===== config.mk =====
export PLATFORM = sky130hd
export DESIGN_NAME = call_stack_flat
export DESIGN_NICKNAME = d
export VERILOG_FILES = /design/src/rtl/cpu_pkg.sv /design/src/rtl/call_stack_if.sv /design/src/rtl/stack_regfile.sv /design/src/rtl/call_stack.sv /design/src/flat_wrapper.sv
export SDC_FILE = /design/constraint.sdc
export NUM_CORES = 1
export LEC_CHECK = 0
export CORE_MARGIN = 2
export CORE_UTILIZATION = 40
export DETAILED_ROUTE_END_ITERATION = 16
export PLACE_DENSITY = 0.64
export SLEW_MARGIN = 20
export SYNTH_ARGS = -nofsm -noshare
export SYNTH_HDL_FRONTEND = slang
export SYNTH_SLANG_ARGS = --single-unit

===== constraint.sdc =====
create_clock -name clk -period 3.7 [get_ports clk]
set_input_delay 0.74 -clock clk [delete_from_list [all_inputs] [get_ports clk]]
set_output_delay 0.74 -clock clk [all_outputs]
set_load 0.005 [all_outputs]

===== src/rtl/cpu_pkg.sv =====
// rtl/cpu_pkg.sv - shared CPU address types and call-stack operation decode
package cpu_pkg;

  localparam int ADDR_W     = 8;
  localparam int CALL_DEPTH = 8;

  typedef logic [ADDR_W-1:0] addr_t;

  // One entry per distinct push/pop/occupancy combination the stack reacts to
  typedef enum logic [2:0] {
    OP_IDLE,
    OP_PUSH,
    OP_PUSH_FULL,
    OP_POP,
    OP_POP_EMPTY,
    OP_SWAP,
    OP_PUSH_EMPTY_POP
  } stack_op_e;

  function automatic stack_op_e decode_op(input logic do_push, input logic do_pop,
                                          input logic is_full, input logic is_empty);
    if (do_push && do_pop) return is_empty ? OP_PUSH_EMPTY_POP : OP_SWAP;
    if (do_push)           return is_full  ? OP_PUSH_FULL      : OP_PUSH;
    if (do_pop)            return is_empty ? OP_POP_EMPTY      : OP_POP;
    return OP_IDLE;
  endfunction

endpackage


===== src/rtl/call_stack_if.sv =====
// rtl/call_stack_if.sv - decoder-facing CALL/RET bus of the return-address stack
interface call_stack_if #(
  parameter int DEPTH = cpu_pkg::CALL_DEPTH,
  parameter int WIDTH = cpu_pkg::ADDR_W
);
  localparam int CNT_W = $clog2(DEPTH) + 1;

  logic             push;
  logic             pop;
  logic [WIDTH-1:0] pc_in;
  logic             err_clr;
  logic [WIDTH-1:0] ret_addr;
  logic             ret_valid;
  logic             full;
  logic             empty;
  logic [CNT_W-1:0] depth_cnt;
  logic             overflow;
  logic             underflow;

  modport master (
    output push, pop, pc_in, err_clr,
    input  ret_addr, ret_valid, full, empty, depth_cnt, overflow, underflow
  );

  modport slave (
    input  push, pop, pc_in, err_clr,
    output ret_addr, ret_valid, full, empty, depth_cnt, overflow, underflow
  );
endinterface


===== src/rtl/stack_regfile.sv =====
// rtl/stack_regfile.sv - unreset register array, one sync write port, one comb read port
module stack_regfile #(
  parameter int DEPTH = cpu_pkg::CALL_DEPTH,
  parameter int WIDTH = cpu_pkg::ADDR_W,
  localparam int AW   = $clog2(DEPTH)
) (
  input  logic             clk,
  input  logic             we,
  input  logic [AW-1:0]    wr_idx,
  input  logic [WIDTH-1:0] wr_data,
  input  logic [AW-1:0]    rd_idx,
  output logic [WIDTH-1:0] rd_data
);

  logic [WIDTH-1:0] mem [DEPTH];

  // Single write port; contents deliberately left unreset
  always_ff @(posedge clk) begin
    if (we) mem[wr_idx] <= wr_data;
  end

  assign rd_data = mem[rd_idx];

endmodule


===== src/rtl/call_stack.sv =====
// rtl/call_stack.sv - return-address stack; optional sticky flags via CALL_STACK_STATUS_EN
module call_stack
  import cpu_pkg::*;
#(
  parameter int DEPTH = CALL_DEPTH,
  parameter int WIDTH = ADDR_W
) (
  input  logic         clk,
  input  logic         reset,
  call_stack_if.slave  bus
);

  localparam int AW = $clog2(DEPTH);
  localparam int CW = AW + 1;

  logic [CW-1:0]    sp;
  logic [CW-1:0]    sp_nxt;
  logic [CW-1:0]    sp_m1;
  logic [AW-1:0]    top_idx;
  logic [AW-1:0]    wr_idx;
  logic             we;
  logic             do_ret;
  logic             ov_set;
  logic             un_set;
  logic             full;
  logic             empty;
  logic [WIDTH-1:0] rd_data;
  logic [WIDTH-1:0] ret_addr_q;
  logic             ret_valid_q;
  stack_op_e        op;

  assign full    = (sp == CW'(DEPTH));
  assign empty   = (sp == '0);
  assign sp_m1   = sp - CW'(1);
  assign top_idx = sp_m1[AW-1:0];
  assign op      = decode_op(bus.push, bus.pop, full, empty);

  stack_regfile #(.DEPTH(DEPTH), .WIDTH(WIDTH)) u_regfile (
    .clk     (clk),
    .we      (we),
    .wr_idx  (wr_idx),
    .wr_data (bus.pc_in),
    .rd_idx  (top_idx),
    .rd_data (rd_data)
  );

  // Translate the decoded operation into write, pointer and error actions
  always_comb begin
    we     = 1'b0;
    wr_idx = sp[AW-1:0];
    sp_nxt = sp;
    do_ret = 1'b0;
    ov_set = 1'b0;
    un_set = 1'b0;
    case (op)
      OP_PUSH: begin
        we     = 1'b1;
        sp_nxt = sp + CW'(1);
      end
      OP_PUSH_FULL: ov_set = 1'b1;
      OP_POP: begin
        do_ret = 1'b1;
        sp_nxt = sp_m1;
      end
      OP_POP_EMPTY: un_set = 1'b1;
      OP_SWAP: begin
        // Tail call: the returned slot is reused for the new return address
        we     = 1'b1;
        wr_idx = top_idx;
        do_ret = 1'b1;
      end
      OP_PUSH_EMPTY_POP: begin
        we     = 1'b1;
        wr_idx = '0;
        sp_nxt = CW'(1);
        un_set = 1'b1;
      end
      default: ;
    endcase
  end

  // Pointer and the registered return path; reset drops any pending strobe at once
  always_ff @(posedge clk or posedge reset) begin
    if (reset) begin
      sp          <= '0;
      ret_addr_q  <= '0;
      ret_valid_q <= 1'b0;
    end else begin
      sp          <= sp_nxt;
      ret_valid_q <= do_ret;
      if (do_ret) ret_addr_q <= rd_data;
    end
  end

`ifdef CALL_STACK_STATUS_EN
  logic overflow_q;
  logic underflow_q;

  // Sticky error flags; a fresh error in the same cycle wins over err_clr
  always_ff @(posedge clk or posedge reset) begin
    if (reset) begin
      overflow_q  <= 1'b0;
      underflow_q <= 1'b0;
    end else begin
      if (ov_set)           overflow_q  <= 1'b1;
      else if (bus.err_clr) overflow_q  <= 1'b0;
      if (un_set)           underflow_q <= 1'b1;
      else if (bus.err_clr) underflow_q <= 1'b0;
    end
  end

  assign bus.overflow  = overflow_q;
  assign bus.underflow = underflow_q;
`else
  logic unused_status;
  assign unused_status = ov_set ^ un_set ^ bus.err_clr;
  assign bus.overflow  = 1'b0;
  assign bus.underflow = 1'b0;
`endif

  assign bus.ret_addr  = ret_addr_q;
  assign bus.ret_valid = ret_valid_q;
  assign bus.full      = full;
  assign bus.empty     = empty;
  assign bus.depth_cnt = sp;

endmodule


===== src/flat_wrapper.sv =====
// flat-port wrapper written by rule: the top's interface ports become plain ports
module call_stack_flat import cpu_pkg::*;
#(
  parameter int DEPTH = CALL_DEPTH,
  parameter int WIDTH = ADDR_W
)
  (clk, reset, bus_push, bus_pop, bus_pc_in, bus_err_clr, bus_ret_addr, bus_ret_valid, bus_full, bus_empty, bus_depth_cnt, bus_overflow, bus_underflow);
  call_stack_if #(.DEPTH(DEPTH), .WIDTH(WIDTH)) bus_i ();
  input  logic clk;
  input  logic reset;
  input wire logic [$bits(bus_i.push)-1:0] bus_push;
  input wire logic [$bits(bus_i.pop)-1:0] bus_pop;
  input wire logic [$bits(bus_i.pc_in)-1:0] bus_pc_in;
  input wire logic [$bits(bus_i.err_clr)-1:0] bus_err_clr;
  output wire logic [$bits(bus_i.ret_addr)-1:0] bus_ret_addr;
  output wire logic [$bits(bus_i.ret_valid)-1:0] bus_ret_valid;
  output wire logic [$bits(bus_i.full)-1:0] bus_full;
  output wire logic [$bits(bus_i.empty)-1:0] bus_empty;
  output wire logic [$bits(bus_i.depth_cnt)-1:0] bus_depth_cnt;
  output wire logic [$bits(bus_i.overflow)-1:0] bus_overflow;
  output wire logic [$bits(bus_i.underflow)-1:0] bus_underflow;
  assign bus_i.push = bus_push;
  assign bus_i.pop = bus_pop;
  assign bus_i.pc_in = bus_pc_in;
  assign bus_i.err_clr = bus_err_clr;
  assign bus_ret_addr = bus_i.ret_addr;
  assign bus_ret_valid = bus_i.ret_valid;
  assign bus_full = bus_i.full;
  assign bus_empty = bus_i.empty;
  assign bus_depth_cnt = bus_i.depth_cnt;
  assign bus_overflow = bus_i.overflow;
  assign bus_underflow = bus_i.underflow;
  call_stack #(.DEPTH(DEPTH), .WIDTH(WIDTH)) u_core (.clk(clk), .reset(reset), .bus(bus_i));
endmodule

== Yosys cells after proc, flatten, opt, wreduce, memory -nomap -nowiden ==
Memories as Yosys holds them, arrays and structs flattened. A register that Yosys moved wholly into a read port is not among the register bits.
Index checks and enable logic that the tools add are counted.

* Output and inout port bits: 17
* Memory bits (writable): 64
* Memories: 1
* Flip-flop bits (word level): 5
* Logic and storage cells: 36
* Input bits: 13

{| class="wikitable"
|+ Memories
! name !! words !! width !! rd ports !! clocked after memory_dff !! write ports !! RTL line !! source
|-
| u_core.u_regfile.mem || 8 || 8 || 1 || 1 || 1 || stack_regfile.sv:15 || <nowiki>logic [WIDTH-1:0] mem [DEPTH];</nowiki>
|}

* Multiplexer cells: 21
* Reduce and logical (&&, ||, !) cells: 5
* Add/subtract/negate cells: 2
* Equal/unequal tests: 5

{| class="wikitable"
|+ Operators by type and width
! kind !! number
|-
| $mux W3 || 7
|-
| $pmux W4 S3 || 1
|-
| $mux W1 || 10
|-
| $eq A3 B3 Y1 const B || 2
|-
| $pmux W3 S2 || 1
|-
| $add A4 B1 Y4 const B || 1
|-
| $eq A4 B4 Y1 const B || 1
|-
| $logic_not A4 Y1 || 1
|-
| $mux W2 || 2
|-
| $sub A4 B1 Y4 const B || 1
|-
| $eq A3 B1 Y1 const B || 1
|-
| $eq A3 B2 Y1 const B || 1
|-
| $reduce_bool A3 Y1 || 1
|-
| $reduce_or A3 Y1 || 1
|-
| $reduce_or A2 Y1 || 1
|-
| $logic_and A1 B1 Y1 || 1
|}

== Longest topological paths before layout ==
Gate-level depths: netlist of the first run.

* Depth in word-level cells: 13
* Depth in mapped cells: 9

== Cells and area by module ==
A second synthesis of the first run with hierarchy kept.

* Cells, all modules: 191
* Area, all modules: 3,400.8 sq um

{| class="wikitable"
|+ Modules (own cells, without submodules)
! module !! area an instance (sq um) !! cells each !! times used
|-
| stack_regfile || 2,531.2 || 106 || 1
|-
| call_stack || 869.6 || 85 || 1
|}

== Worst setup path after synthesis of the first run ==
OpenSTA, ideal clock, no wires.

* Kind: register to register
* Start point: register u_core.sp[0] (netlist: u_core.bus.depth_cnt[0])
* End point: memory u_core.u_regfile.mem[3][0] (netlist name) (enable)
* Slack: 1.102 ns
* Buffers on the path: 3
* Arrival: 2.228 ns
* Cell stages (with the launch flop): 10
* Required time: 3.330 ns
* Cell sequence: dfrtp_1 > buf_6 > buf_12 > inv_1 > ha_1 > buf_2 > nand2b_1 > nand2_1 > o31a_1 > nor2_1

* Cells in the longest elaborated chain, start to end: 13
* Elaborated cells between the ends (all ways): 20
* Classes of those cells: 1 x add/sub; 4 x eq/ne; 13 x mux; 2 x reduce/logical

{| class="wikitable"
|+ Ends and longest elaborated chain
! item !! RTL line !! source
|-
| start: declaration || call_stack.sv:16 || <nowiki>logic [CW-1:0] sp;</nowiki>
|-
| start signal: assignment || call_stack.sv:89 || <nowiki>sp <= sp_nxt;</nowiki>
|-
| $logic_not A4 Y1 || call_stack.sv:33 || <nowiki>assign empty = (sp == '0);</nowiki>
|-
| $mux W2 || cpu_pkg.sv:22 || <nowiki>if (do_push && do_pop) return is_empty ? OP_PUSH_EMPTY_POP : OP_SWAP;</nowiki>
|-
| $mux W3 || cpu_pkg.sv:22 ||
|-
| $mux W3 || cpu_pkg.sv:23 || <nowiki>if (do_push) return is_full ? OP_PUSH_FULL : OP_PUSH;</nowiki>
|-
| $mux W3 || cpu_pkg.sv:24 || <nowiki>if (do_pop) return is_empty ? OP_POP_EMPTY : OP_POP;</nowiki>
|-
| $mux W3 || cpu_pkg.sv:25 || <nowiki>return OP_IDLE;</nowiki>
|-
| $mux W3 || cpu_pkg.sv:24 ||
|-
| $mux W3 || cpu_pkg.sv:23 ||
|-
| $eq A3 B1 Y1, or another cell as far along || call_stack.sv:55 || <nowiki>case (op)</nowiki>
|-
| $reduce_or A3 Y1 (no source line) || - ||
|-
| $mux W1 || call_stack.sv:55 ||
|-
| $mux W1 || stack_regfile.sv:19 || <nowiki>if (we) mem[wr_idx] <= wr_data;</nowiki>
|-
| $mux W1 (not written as such) || stack_regfile.sv:19 ||
|-
| end: declaration || stack_regfile.sv:15 ||
|}

Parallel ways exist; a longest one is shown, timed or not. The select of a mux whose other input is x is not followed.

== Worst setup path in the final report of the first run ==
* Start point: register u_core.sp[1] (netlist: u_core.bus.depth_cnt[1])
* End point: output bus_empty

* Cells in the longest elaborated chain, start to end: 1

{| class="wikitable"
|+ Ends and longest elaborated chain
! item !! RTL line !! source
|-
| $logic_not A4 Y1 || call_stack.sv:33 ||
|-
| end: declaration || flat_wrapper.sv:18 || <nowiki>output wire logic [$bits(bus_i.empty)-1:0] bus_empty;</nowiki>
|}

Every way passes these cells.

==> run_summary.xml, run 1 <==
<?xml version="1.0" encoding="UTF-8"?>
<metrics>
  <group name="min_path">
    <metric name="worst_hold_path_type" unit="">register to register</metric>
    <metric name="timing.hold.worst_endpoint" unit="">u_core.bus.ret_addr[2]$_DFFE_PP0P_</metric>
    <metric name="timing.hold.worst_path_depth" unit="">1</metric>
    <metric name="timing.hold.worst.start" unit="">u_core.bus.ret_addr[2]$_DFFE_PP0P_</metric>
  </group>
  <group name="sta">
    <metric name="finalWorstPathRequiredPeriod" unit="ns">3.10</metric>
    <metric name="setup_viol" unit="">0</metric>
    <metric name="rsz0062_at_grt" unit="">false</metric>
    <metric name="maxSlewViolCount" unit="">0</metric>
    <metric name="max_slew.worst_pin.slew" unit="ns">0.805</metric>
    <metric name="fmaxAchievable" unit="GHz">0.323</metric>
    <metric name="setup_total_negative_slack" unit="ns">0</metric>
    <metric name="final-hold-violation-count" unit="">0</metric>
    <metric name="worst_clock_skew" unit="ns">0.00730</metric>
    <metric name="layout_worst_path_cycle_share" unit="%">83.7</metric>
    <metric name="remaining_max_slew_budget_at_the_tightest_pin" unit="%">46.3</metric>
  </group>
  <group name="grt">
    <metric name="antenna_found_initial" unit="">0</metric>
    <metric name="global_route_wire_length_before_repair" unit="um">9920</metric>
    <metric name="grt_max_degree" unit="">30</metric>
    <metric name="grt_use_total" unit="%">15.4</metric>
    <metric name="grt_overflow_total" unit="">0</metric>
    <metric name="grt_pass1_vias" unit="">1805</metric>
  </group>
  <group name="cts">
    <metric name="cts_inserted_buffers" unit="">9</metric>
    <metric name="clock_tree.root_cell" unit="">sky130_fd_sc_hd__clkbuf_8</metric>
    <metric name="cts_repair_resize_count" unit="">0</metric>
    <metric name="worst_setup_hold_path_clk_slew" unit="ns">0.07</metric>
    <metric name="clock_tree.buffer_depth" unit="">2</metric>
    <metric name="h_tree_levels" unit="">3</metric>
    <metric name="tritoncts" unit="">yes</metric>
    <metric name="hold_buffers" unit="">0</metric>
    <metric name="clk-insertion-delay-late" unit="ns">0.35</metric>
    <metric name="post_cts.repair.setup_buffers" unit="">0</metric>
    <metric name="clock_sinks" unit="">77</metric>
  </group>
  <group name="synth">
    <metric name="yosys_warnings" unit="">0</metric>
    <metric name="synth-seq-area-share" unit="%">66.1</metric>
    <metric name="synthCells" unit="">194</metric>
    <metric name="synth_area_per_cell" unit="sq um">17.5</metric>
    <metric name="synth.ff_latch_count" unit="">77</metric>
    <metric name="synth.lib_cells_used.distinct" unit="">43</metric>
    <metric name="total_standard_cell_area_after_synthesis" unit="sq um">3400</metric>
  </group>
  <group name="worst_setup_path">
    <metric name="critical_path_peak_fanout" unit="">12</metric>
    <metric name="r2r-start" unit="">u_core.bus.depth_cnt[1]$_DFFE_PP0P_</metric>
    <metric name="cp-startpoint" unit="">u_core.bus.depth_cnt[1]$_DFFE_PP0P_</metric>
    <metric name="reg2regPathDepth" unit="">7</metric>
    <metric name="required" unit="ns">2.96</metric>
    <metric name="timing_worst_setup_path_type" unit="">register to output port</metric>
    <metric name="endpoint_kind" unit="">output port</metric>
    <metric name="worstSetupStartpointType" unit="">register</metric>
    <metric name="worstPathArrival" unit="ns">2.36</metric>
    <metric name="crit-reg2reg-capture" unit="">u_core.u_regfile.mem[0][6]$_DFFE_PP_</metric>
    <metric name="regToRegSetupSlack" unit="ns">1.00</metric>
  </group>
  <group name="route">
    <metric name="final_antenna_net_count" unit="">0</metric>
    <metric name="drt-vias-per-instance" unit="">5.35</metric>
    <metric name="routed-via-count" unit="">1814</metric>
    <metric name="drtPass1Iterations" unit="">4</metric>
    <metric name="drtIter0Drc" unit="">110</metric>
    <metric name="routed_wire_length_per_instance" unit="um">18.6</metric>
    <metric name="detail_route.drc_violations" unit="">0</metric>
    <metric name="drt-total-wl" unit="um">6320</metric>
  </group>
  <group name="pwr">
    <metric name="internal_power" unit="W">0.00215</metric>
    <metric name="share_seq_of_total_power" unit="%">39.1</metric>
    <metric name="power_switching" unit="W">0.000970</metric>
    <metric name="pwr-share-comb" unit="%">41.5</metric>
    <metric name="clockPowerShare" unit="%">19.3</metric>
    <metric name="power_per_cell_area" unit="nW/um^2">787</metric>
    <metric name="sw_frac_of_total" unit="%">31.1</metric>
    <metric name="static-leakage-power" unit="nW">1.40</metric>
    <metric name="vdd_ir_drop_max" unit="mV">0.241</metric>
  </group>
  <group name="finish">
    <metric name="synthToLayoutAreaGrowth" unit="%">16.8</metric>
    <metric name="antenna_cells_inserted" unit="">0</metric>
    <metric name="num-nets-final" unit="">245</metric>
    <metric name="final-instance-count-excl-fill" unit="">339</metric>
    <metric name="fraction_of_final_layout_cells_sized_beyond_drive_strength_1" unit="%">19.7</metric>
    <metric name="final_core_utilization" unit="%">48.3</metric>
  </group>
  <group name="placement">
    <metric name="numPortBuffers" unit="">26</metric>
    <metric name="post-dp-hpwl" unit="um">4020</metric>
    <metric name="gp_congestion" unit="">0.742</metric>
    <metric name="dpl.cell_count" unit="">323</metric>
  </group>
  <group name="floorplanning">
    <metric name="core.rowCount" unit="">33</metric>
    <metric name="initial_core_util" unit="%">41.4</metric>
    <metric name="dieHeight" unit="um">96.2</metric>
    <metric name="ios" unit="">30</metric>
    <metric name="die_w" unit="um">96.2</metric>
    <metric name="die-area" unit="sq um">9250</metric>
    <metric name="core_area" unit="sq um">8220</metric>
  </group>
  <group name="flow_run">
    <metric name="total_of_max_cap_violations" unit="">0</metric>
  </group>
  <group name="status">
    <metric name="status" unit="">completed</metric>
  </group>
</metrics>
## sequential cells by signal, indices dropped and copies added, names as in the netlist
| signal | cells |
|---|---|
| u_core.bus.ret_valid | 1 |
| u_core.bus.depth_cnt | 4 |
| u_core.u_regfile.mem | 64 |
| u_core.bus.ret_addr | 8 |
## Yosys cell counts, drive strengths merged
library cell	count	area, sq um
clkbuf	5	18.8
nand4	2	12.5
xor2	1	8.76
o31ai	3	22.5
and3b	2	17.5
nor2b	5	31.3
nand4bb	1	11.3
edfxtp	64	1920
or2	1	6.26
a211oi	2	15.0
o32ai	1	8.76
o21ai	3	15.0
nor4bb	2	20.0
nor2	8	30.0
a31oi	3	18.8
o211ai	3	22.5
mux4	16	394
dfrtp	13	325
buf	7	60.1
inv	5	18.8
conb	1	3.75
or4	1	7.51
ha	3	37.5
nand3b	3	22.5
nor3	1	5.00
mux2	17	218
a22oi	1	7.51
nand3	3	15.0
nand2	7	28.8
a21oi	1	5.00
or3b	1	8.76
nand2b	4	25.0
o31a	1	8.76
a31o	1	8.76
a22o	2	17.5
## cell families after synthesis
kind of cell / Yosys count / share of synthesized area [%]
adder cells (fa/ha/maj): 3 / 1.10
AND/OR/NAND/NOR: 41 / 7.11
other: 1 / 0.110
XOR/XNOR: 1 / 0.258
buffers and inverters: 17 / 2.87
multiplexers: 33 / 18.0
flip-flops: 77 / 66.1
AO/OA/AOI/OAI: 21 / 4.42
## layer usage
metal	routed length [um]	share of wire, %	GRT usage (%)
met1	2900	46	20.0
met2	3110	49	24.4
met4	65	1.0	5.95
met5	0	0	0
met3	240	3.8	4.46
## area by class of cell
type / count / area (sq um)
multi-input combinational: 101 / 1060
fill: 718 / 4250
clock buffer: 9 / 124
sequential: 77 / 2250
inverter: 5 / 18.8
tap: 105 / 131
clock inverter: 7 / 63.8
timing repair buffer: 35 / 328
## worst max path at each step
| stage | to | depth (start not counted) |
|---|---|---|
| 6_report | bus_empty | 5 |
| 5_1_grt | bus_empty | 5 |
| 4_1_cts | bus_empty | 5 |
| 3_5_place_dp | u_core.u_regfile.mem[0][0]$_DFFE_PP_ | 6 |
| 3_3_place_gp | u_core.u_regfile.mem[0][4]$_DFFE_PP_ | 6 |
| 2_1_floorplan | u_core.u_regfile.mem[3][0]$_DFFE_PP_ | 9 |
## worst max-delay path, cell delays in order, from the launching register on
cell and delay [ns]:
sky130_fd_sc_hd__dfrtp_1 0.48, sky130_fd_sc_hd__inv_1 0.12, sky130_fd_sc_hd__ha_1 0.39, sky130_fd_sc_hd__or3b_1 0.46
sky130_fd_sc_hd__inv_1 0.08, sky130_fd_sc_hd__clkdlybuf4s50_1 0.49
## through the flow
stage / power [W] / hold slack, ns / setup WS, ns / cell area [sq um]
3_3_place_gp: 0.00252 / 0.499 / 0.946 / 3780
3_5_place_dp: 0.00255 / 0.501 / 0.884 / 3780
4_1_cts: 0.00316 / 0.521 / 0.597 / 3970
6_report: 0.00312 / 0.513 / 0.604 / 3970
2_1_floorplan: 0.00214 / 0.505 / 1.10 / 3400
5_1_grt: 0.00331 / 0.540 / 0.480 / 3970
## power groups by stage
stage	Sequential [W]	Clock, W	Combinational (W)
CTS	0.00122	0.000622	0.00132
global route	0.00124	0.000654	0.00142
detailed placement	0.00124	0	0.00131
global placement	0.00123	0	0.00129
floorplan	0.00121	0	0.000937
finish	0.00122	0.000604	0.00130
## placed cells by master (no fill, tap or decap), drive strengths merged, types with 2 or more instances in the layout
cell type | synthesis | routed
nand3 | 3 | 3
and3b | 2 | 2
o21ai | 3 | 3
nand2 | 7 | 7
nor2b | 5 | 5
a22o | 2 | 2
mux2 | 17 | 17
mux4 | 16 | 16
a31oi | 3 | 3
ha | 3 | 3
o211ai | 3 | 3
clkinv | 0 | 4
a211oi | 2 | 2
clkdlybuf4s50 | 0 | 26
nor4bb | 2 | 2
nand4 | 2 | 2
dfrtp | 13 | 13
clkbuf | 5 | 9
nand2b | 4 | 4
conb | 1 | 2
o31ai | 3 | 3
buf | 7 | 9
edfxtp | 64 | 64
nand3b | 3 | 3
nor2 | 8 | 8
inv | 5 | 7
(Power assumes the default switching activity.)
==> inputs of run 2 (changes only) <==
clock period = 3.2 ns   (was 3.7 ns; I/O delays follow)
==> run_summary.xml, run 2 (same netlist as run 1, synthesis figures left out) <==
<?xml version="1.0" encoding="UTF-8"?>
<metrics>
  <group name="route">
    <metric name="routed-via-count" unit="">1786</metric>
    <metric name="detail_route.drc_violations" unit="">0</metric>
    <metric name="final_antenna_net_count" unit="">0</metric>
    <metric name="drt-total-wl" unit="um">6060</metric>
    <metric name="drtPass1Iterations" unit="">4</metric>
    <metric name="drt-vias-per-instance" unit="">5.25</metric>
    <metric name="drtIter0Drc" unit="">83</metric>
    <metric name="routed_wire_length_per_instance" unit="um">17.8</metric>
  </group>
  <group name="sta">
    <metric name="final-hold-violation-count" unit="">0</metric>
    <metric name="setup_viol" unit="">0</metric>
    <metric name="setup_total_negative_slack" unit="ns">0</metric>
    <metric name="finalWorstPathRequiredPeriod" unit="ns">2.96</metric>
    <metric name="max_slew.worst_pin.slew" unit="ns">0.544</metric>
    <metric name="worst_clock_skew" unit="ns">0.0120</metric>
    <metric name="hold-worst-slack" unit="ns">0.511</metric>
    <metric name="remaining_max_slew_budget_at_the_tightest_pin" unit="%">63.8</metric>
    <metric name="maxSlewViolCount" unit="">0</metric>
    <metric name="layout_worst_path_cycle_share" unit="%">92.7</metric>
    <metric name="rsz0062_at_grt" unit="">false</metric>
    <metric name="fmaxAchievable" unit="GHz">0.337</metric>
  </group>
  <group name="worst_setup_path">
    <metric name="worstSetupStartpointType" unit="">register</metric>
    <metric name="cpPeakStageDelay" unit="ns">0.49</metric>
    <metric name="worstPathArrival" unit="ns">2.32</metric>
    <metric name="critical_path_peak_fanout" unit="">12</metric>
    <metric name="path_cells" unit="">inv_1, ha_1, or3b_1, inv_1, clkdlybuf4s50_1</metric>
    <metric name="timing_worst_setup_path_type" unit="">register to output port</metric>
    <metric name="largest_delay_contributor_family_on_the_critical_path" unit="">buffers and inverters</metric>
    <metric name="cpMaxStageDelayCell" unit="">sky130_fd_sc_hd__clkdlybuf4s50_1</metric>
    <metric name="endpoint_kind" unit="">output port</metric>
    <metric name="required" unit="ns">2.56</metric>
    <metric name="critical-path-top-cell-by-count" unit="">sky130_fd_sc_hd__inv_1</metric>
    <metric name="critical_path.n_buffers_inverters" unit="">3</metric>
  </group>
  <group name="min_path">
    <metric name="worst_hold_path_type" unit="">register to register</metric>
  </group>
  <group name="floorplanning">
    <metric name="core_area" unit="sq um">8220</metric>
    <metric name="die-area" unit="sq um">9250</metric>
    <metric name="dieHeight" unit="um">96.2</metric>
    <metric name="core.rowCount" unit="">33</metric>
    <metric name="initial_core_util" unit="%">41.4</metric>
    <metric name="ios" unit="">30</metric>
    <metric name="die_w" unit="um">96.2</metric>
  </group>
  <group name="cts">
    <metric name="post_cts.repair.setup_buffers" unit="">0</metric>
    <metric name="clock_sinks" unit="">77</metric>
    <metric name="cts_inserted_buffers" unit="">9</metric>
    <metric name="clock_tree.root_cell" unit="">sky130_fd_sc_hd__clkbuf_8</metric>
    <metric name="h_tree_levels" unit="">3</metric>
    <metric name="clk-insertion-delay-late" unit="ns">0.33</metric>
    <metric name="worst_setup_hold_path_clk_slew" unit="ns">0.08</metric>
    <metric name="hold_buffers" unit="">0</metric>
    <metric name="tritoncts" unit="">yes</metric>
    <metric name="cts_repair_resize_count" unit="">0</metric>
    <metric name="clock_tree.buffer_depth" unit="">2</metric>
  </group>
  <group name="grt">
    <metric name="met1_usage" unit="%">20.3</metric>
    <metric name="global_route_wire_length_before_repair" unit="um">9470</metric>
    <metric name="grt_use_total" unit="%">14.3</metric>
    <metric name="grt_overflow_total" unit="">0</metric>
    <metric name="grt_use_met3" unit="%">2.82</metric>
    <metric name="grt_max_degree" unit="">30</metric>
    <metric name="antenna_found_initial" unit="">0</metric>
    <metric name="gr-max-usage-layer" unit="">met2</metric>
    <metric name="grt_pass1_vias" unit="">1715</metric>
    <metric name="met2_usage" unit="%">21.8</metric>
  </group>
  <group name="status">
    <metric name="status" unit="">completed</metric>
  </group>
  <group name="finish">
    <metric name="layout.cells.most_common_list" unit="">sky130_fd_sc_hd__edfxtp_1, sky130_fd_sc_hd__clkdlybuf4s50_1, sky130_fd_sc_hd__dfrtp_1, sky130_fd_sc_hd__buf_4</metric>
    <metric name="synthToLayoutAreaGrowth" unit="%">16.4</metric>
    <metric name="fraction_of_final_layout_cells_sized_beyond_drive_strength_1" unit="%">20.9</metric>
    <metric name="num-nets-final" unit="">246</metric>
    <metric name="regMostFlops" unit="">u_core.u_regfile.mem</metric>
    <metric name="final_common_cell" unit="">sky130_fd_sc_hd__edfxtp_1</metric>
    <metric name="largest_register_ffs" unit="">64</metric>
    <metric name="antenna_cells_inserted" unit="">0</metric>
  </group>
  <group name="flow_run">
    <metric name="total_of_max_cap_violations" unit="">0</metric>
  </group>
  <group name="placement">
    <metric name="post-dp-hpwl" unit="um">3990</metric>
    <metric name="gp_congestion" unit="">0.751</metric>
    <metric name="numPortBuffers" unit="">26</metric>
  </group>
  <group name="pwr">
    <metric name="power_per_cell_area" unit="nW/um^2">893</metric>
    <metric name="static-leakage-power" unit="nW">1.39</metric>
    <metric name="vdd_ir_drop_max" unit="mV">0.239</metric>
  </group>
</metrics>
[run 2: layer usage]
metal | routed length [um] | part of all wire (%)
met2 | 2910 | 48
met5 | 0 | 0
met4 | 59 | 0.97
met1 | 2930 | 48
met3 | 162 | 2.7
[run 2: layout make-up]
cell class	count	area, sq um
fill	702	4260
sequential	77	2250
multi-input combinational	101	1060
timing repair buffer	36	335
tap	105	131
clock buffer	10	128
clock inverter	6	38.8
inverter	5	18.8
[run 2: metrics by stage]
stage / power [W] / worst slack (ns) / area [sq um] / utilization [%] / std cells
after floorplan: 0.00248 / 0.602 / 3400 / - / 195
after global placement: 0.00293 / 0.555 / 3790 / 46.1 / 324
after detailed placement: 0.00295 / 0.512 / 3790 / 46.1 / 324
after CTS: 0.00357 / 0.233 / 3960 / 48.1 / 340
after global routing: 0.00374 / 0.0977 / 3960 / 48.1 / 340
final: 0.00353 / 0.235 / 3960 / 48.1 / 340
[run 2: final timing paths]
path | start | to | slack [ns] | cells past startpoint
worst min register to register | u_core.bus.ret_addr[5]$_DFFE_PP0P_ | u_core.bus.ret_addr[5]$_DFFE_PP0P_ | 0.51 | 1
max in group asynchronous | reset | u_core.bus.ret_addr[5]$_DFFE_PP0P_ | 2.26 | 2
worst max-delay path | u_core.bus.depth_cnt[1]$_DFFE_PP0P_ | bus_empty | 0.24 | 5
worst max register to register | u_core.bus.depth_cnt[1]$_DFFE_PP0P_ | u_core.u_regfile.mem[3][7]$_DFFE_PP_ | 0.60 | 7
worst min-delay path | u_core.bus.ret_addr[5]$_DFFE_PP0P_ | u_core.bus.ret_addr[5]$_DFFE_PP0P_ | 0.51 | 1
min in group asynchronous | reset | u_core.bus.ret_addr[7]$_DFFE_PP0P_ | 0.61 | 2
[run 2: power by group]
| part | internal (W) | switching (W) | total [W] |
|---|---|---|---|
| Combinational | 0.000843 | 0.000661 | 0.00150 |
| Clock | 0.000280 | 0.000336 | 0.000616 |
| Sequential | 0.00130 | 0.000115 | 0.00141 |
[run 2: worst reg2reg max path, stage by stage, from the launching register on]
cell and delay (ns):
sky130_fd_sc_hd__dfrtp_1 0.48, sky130_fd_sc_hd__inv_1 0.12, sky130_fd_sc_hd__ha_1 0.37, sky130_fd_sc_hd__nand2b_1 0.24, sky130_fd_sc_hd__nand2_1 0.36, sky130_fd_sc_hd__o31a_1 0.42
sky130_fd_sc_hd__nor2_1 0.10, sky130_fd_sc_hd__buf_4 0.20
==> inputs of run 3 (changes only) <==
CTS_BUF_LIST = sky130_fd_sc_hd__clkbuf_2 sky130_fd_sc_hd__clkbuf_4 sky130_fd_sc_hd__clkbuf_8   (was default)
==> run_summary.xml, run 3 (same netlist as run 1, synthesis figures left out) <==
<?xml version="1.0" encoding="UTF-8"?>
<metrics>
  <group name="cts">
    <metric name="cts_inserted_buffers" unit="">9</metric>
    <metric name="clock_tree.root_cell" unit="">sky130_fd_sc_hd__clkbuf_8</metric>
    <metric name="cts_repair_resize_count" unit="">0</metric>
    <metric name="clock_sinks" unit="">77</metric>
    <metric name="clock_tree.buffer_depth" unit="">2</metric>
    <metric name="worst_setup_hold_path_clk_slew" unit="ns">0.08</metric>
    <metric name="h_tree_levels" unit="">3</metric>
    <metric name="hold_buffers" unit="">0</metric>
    <metric name="clk-insertion-delay-late" unit="ns">0.34</metric>
    <metric name="post_cts.repair.setup_buffers" unit="">0</metric>
    <metric name="tritoncts" unit="">yes</metric>
  </group>
  <group name="worst_setup_path">
    <metric name="largest_delay_contributor_family_on_the_critical_path" unit="">buffers and inverters</metric>
    <metric name="timing_worst_setup_path_type" unit="">register to output port</metric>
    <metric name="regToRegSetupSlack" unit="ns">0.61</metric>
    <metric name="worstSetupEndpoint" unit="">bus_empty</metric>
    <metric name="cp-startpoint" unit="">u_core.bus.depth_cnt[1]$_DFFE_PP0P_</metric>
    <metric name="critical_path.n_buffers_inverters" unit="">3</metric>
    <metric name="reg2regPathDepth" unit="">7</metric>
    <metric name="crit-reg2reg-capture" unit="">u_core.u_regfile.mem[3][7]$_DFFE_PP_</metric>
    <metric name="worstSetupStartpointType" unit="">register</metric>
    <metric name="path_cells" unit="">inv_1, ha_1, or3b_1, inv_1, clkdlybuf4s50_1</metric>
    <metric name="r2r-start" unit="">u_core.bus.depth_cnt[1]$_DFFE_PP0P_</metric>
    <metric name="cpMaxStageDelayCell" unit="">sky130_fd_sc_hd__clkdlybuf4s50_1</metric>
    <metric name="cpPeakStageDelay" unit="ns">0.49</metric>
    <metric name="required" unit="ns">2.56</metric>
    <metric name="endpoint_kind" unit="">output port</metric>
    <metric name="critical-path-top-cell-by-count" unit="">sky130_fd_sc_hd__inv_1</metric>
    <metric name="critical_path_depth" unit="">5</metric>
    <metric name="critical_path_peak_fanout" unit="">12</metric>
    <metric name="worstPathArrival" unit="ns">2.33</metric>
  </group>
  <group name="sta">
    <metric name="setup_total_negative_slack" unit="ns">0</metric>
    <metric name="rsz0062_at_grt" unit="">false</metric>
    <metric name="fmaxAchievable" unit="GHz">0.337</metric>
    <metric name="finalWorstPathRequiredPeriod" unit="ns">2.97</metric>
    <metric name="remaining_max_slew_budget_at_the_tightest_pin" unit="%">63.8</metric>
    <metric name="hold-worst-slack" unit="ns">0.511</metric>
    <metric name="layout_worst_path_cycle_share" unit="%">92.8</metric>
    <metric name="max_slew.worst_pin.slew" unit="ns">0.543</metric>
    <metric name="maxSlewViolCount" unit="">0</metric>
    <metric name="worst_clock_skew" unit="ns">0.0116</metric>
    <metric name="final-hold-violation-count" unit="">0</metric>
    <metric name="setup_viol" unit="">0</metric>
  </group>
  <group name="finish">
    <metric name="postLayoutCellArea" unit="sq um">3960</metric>
    <metric name="multi_input_area" unit="sq um">1060</metric>
    <metric name="antenna_cells_inserted" unit="">0</metric>
    <metric name="largest_register_ffs" unit="">64</metric>
    <metric name="num-nets-final" unit="">246</metric>
    <metric name="sequential_cell_area" unit="sq um">2250</metric>
    <metric name="final_core_utilization" unit="%">48.2</metric>
    <metric name="regMostFlops" unit="">u_core.u_regfile.mem</metric>
    <metric name="synthToLayoutAreaGrowth" unit="%">16.5</metric>
    <metric name="layout.cells.most_common_list" unit="">sky130_fd_sc_hd__edfxtp_1, sky130_fd_sc_hd__clkdlybuf4s50_1, sky130_fd_sc_hd__dfrtp_1, sky130_fd_sc_hd__buf_4</metric>
    <metric name="final_common_cell" unit="">sky130_fd_sc_hd__edfxtp_1</metric>
    <metric name="filler_instances" unit="">702</metric>
    <metric name="fraction_of_final_layout_cells_sized_beyond_drive_strength_1" unit="%">21.3</metric>
  </group>
  <group name="route">
    <metric name="drt-vias-per-instance" unit="">5.23</metric>
    <metric name="routed-via-count" unit="">1778</metric>
    <metric name="drtPass1Iterations" unit="">4</metric>
    <metric name="routed_wire_length_per_instance" unit="um">17.8</metric>
    <metric name="drtIter0Drc" unit="">71</metric>
    <metric name="detail_route.drc_violations" unit="">0</metric>
    <metric name="final_antenna_net_count" unit="">0</metric>
    <metric name="drt-total-wl" unit="um">6060</metric>
  </group>
  <group name="floorplanning">
    <metric name="die-area" unit="sq um">9250</metric>
    <metric name="core.rowCount" unit="">33</metric>
    <metric name="die_w" unit="um">96.2</metric>
    <metric name="core_area" unit="sq um">8220</metric>
    <metric name="dieHeight" unit="um">96.2</metric>
    <metric name="initial_core_util" unit="%">41.4</metric>
    <metric name="ios" unit="">30</metric>
  </group>
  <group name="pwr">
    <metric name="p_total" unit="W">0.00354</metric>
    <metric name="power_per_cell_area" unit="nW/um^2">894</metric>
    <metric name="static-leakage-power" unit="nW">1.40</metric>
    <metric name="vdd_ir_drop_max" unit="mV">0.239</metric>
  </group>
  <group name="grt">
    <metric name="grt_pass1_vias" unit="">1713</metric>
    <metric name="grt_overflow_total" unit="">0</metric>
    <metric name="global_route_wire_length_before_repair" unit="um">9470</metric>
    <metric name="grt_use_total" unit="%">14.3</metric>
    <metric name="antenna_found_initial" unit="">0</metric>
    <metric name="grt_max_degree" unit="">30</metric>
  </group>
  <group name="placement">
    <metric name="numPortBuffers" unit="">26</metric>
    <metric name="gp_congestion" unit="">0.751</metric>
    <metric name="placedInstanceArea" unit="sq um">3790</metric>
    <metric name="post-dp-hpwl" unit="um">3990</metric>
  </group>
  <group name="min_path">
    <metric name="worst_hold_path_type" unit="">register to register</metric>
  </group>
  <group name="status">
    <metric name="status" unit="">completed</metric>
  </group>
  <group name="flow_run">
    <metric name="total_of_max_cap_violations" unit="">0</metric>
  </group>
</metrics>
-- run 3: through the flow --
step | cells | setup WS (ns)
after global placement | 324 | 0.555
final | 340 | 0.231
after floorplan | 195 | 0.602
after detailed placement | 324 | 0.512
after global routing | 340 | 0.0977
after CTS | 340 | 0.233
-- run 3: worst min-delay path by stage --
stage               slack, ns                                  to  depth (start not counted)                          startpoint
floorplan                0.51  u_core.bus.ret_addr[4]$_DFFE_PP0P_                          1  u_core.bus.ret_addr[4]$_DFFE_PP0P_
global placement         0.50  u_core.bus.ret_addr[7]$_DFFE_PP0P_                          1  u_core.bus.ret_addr[7]$_DFFE_PP0P_
detailed placement       0.50  u_core.bus.ret_addr[3]$_DFFE_PP0P_                          1  u_core.bus.ret_addr[3]$_DFFE_PP0P_
CTS                      0.52  u_core.bus.ret_addr[5]$_DFFE_PP0P_                          1  u_core.bus.ret_addr[5]$_DFFE_PP0P_
global route             0.54  u_core.bus.ret_addr[2]$_DFFE_PP0P_                          1  u_core.bus.ret_addr[2]$_DFFE_PP0P_
finish                   0.51  u_core.bus.ret_addr[5]$_DFFE_PP0P_                          1  u_core.bus.ret_addr[5]$_DFFE_PP0P_
-- run 3: final cells by class --
type | instances | area share (%)
flip-flops and latches | 77 | 56.7
multi-input cells | 101 | 26.7
repair buffers | 36 | 8.47
clock buffers | 10 | 3.32
well taps | 105 | 3.32
clock inverters | 6 | 0.979
inverters | 5 | 0.474
-- run 3: power breakdown --
group          switching [W]  internal (W)  leakage (nW)  total, W
clock               0.000333      0.000288        0.0859  0.000622
combinational       0.000660      0.000843         0.575   0.00150
sequential          0.000115       0.00130         0.736   0.00141
-- run 3: metal layers --
layer / track usage, % / part of all wire [%]
met5: 0 / 0
met4: 5.71 / 0.97
met3: 2.82 / 3.4
met2: 21.8 / 48
met1: 20.3 / 47
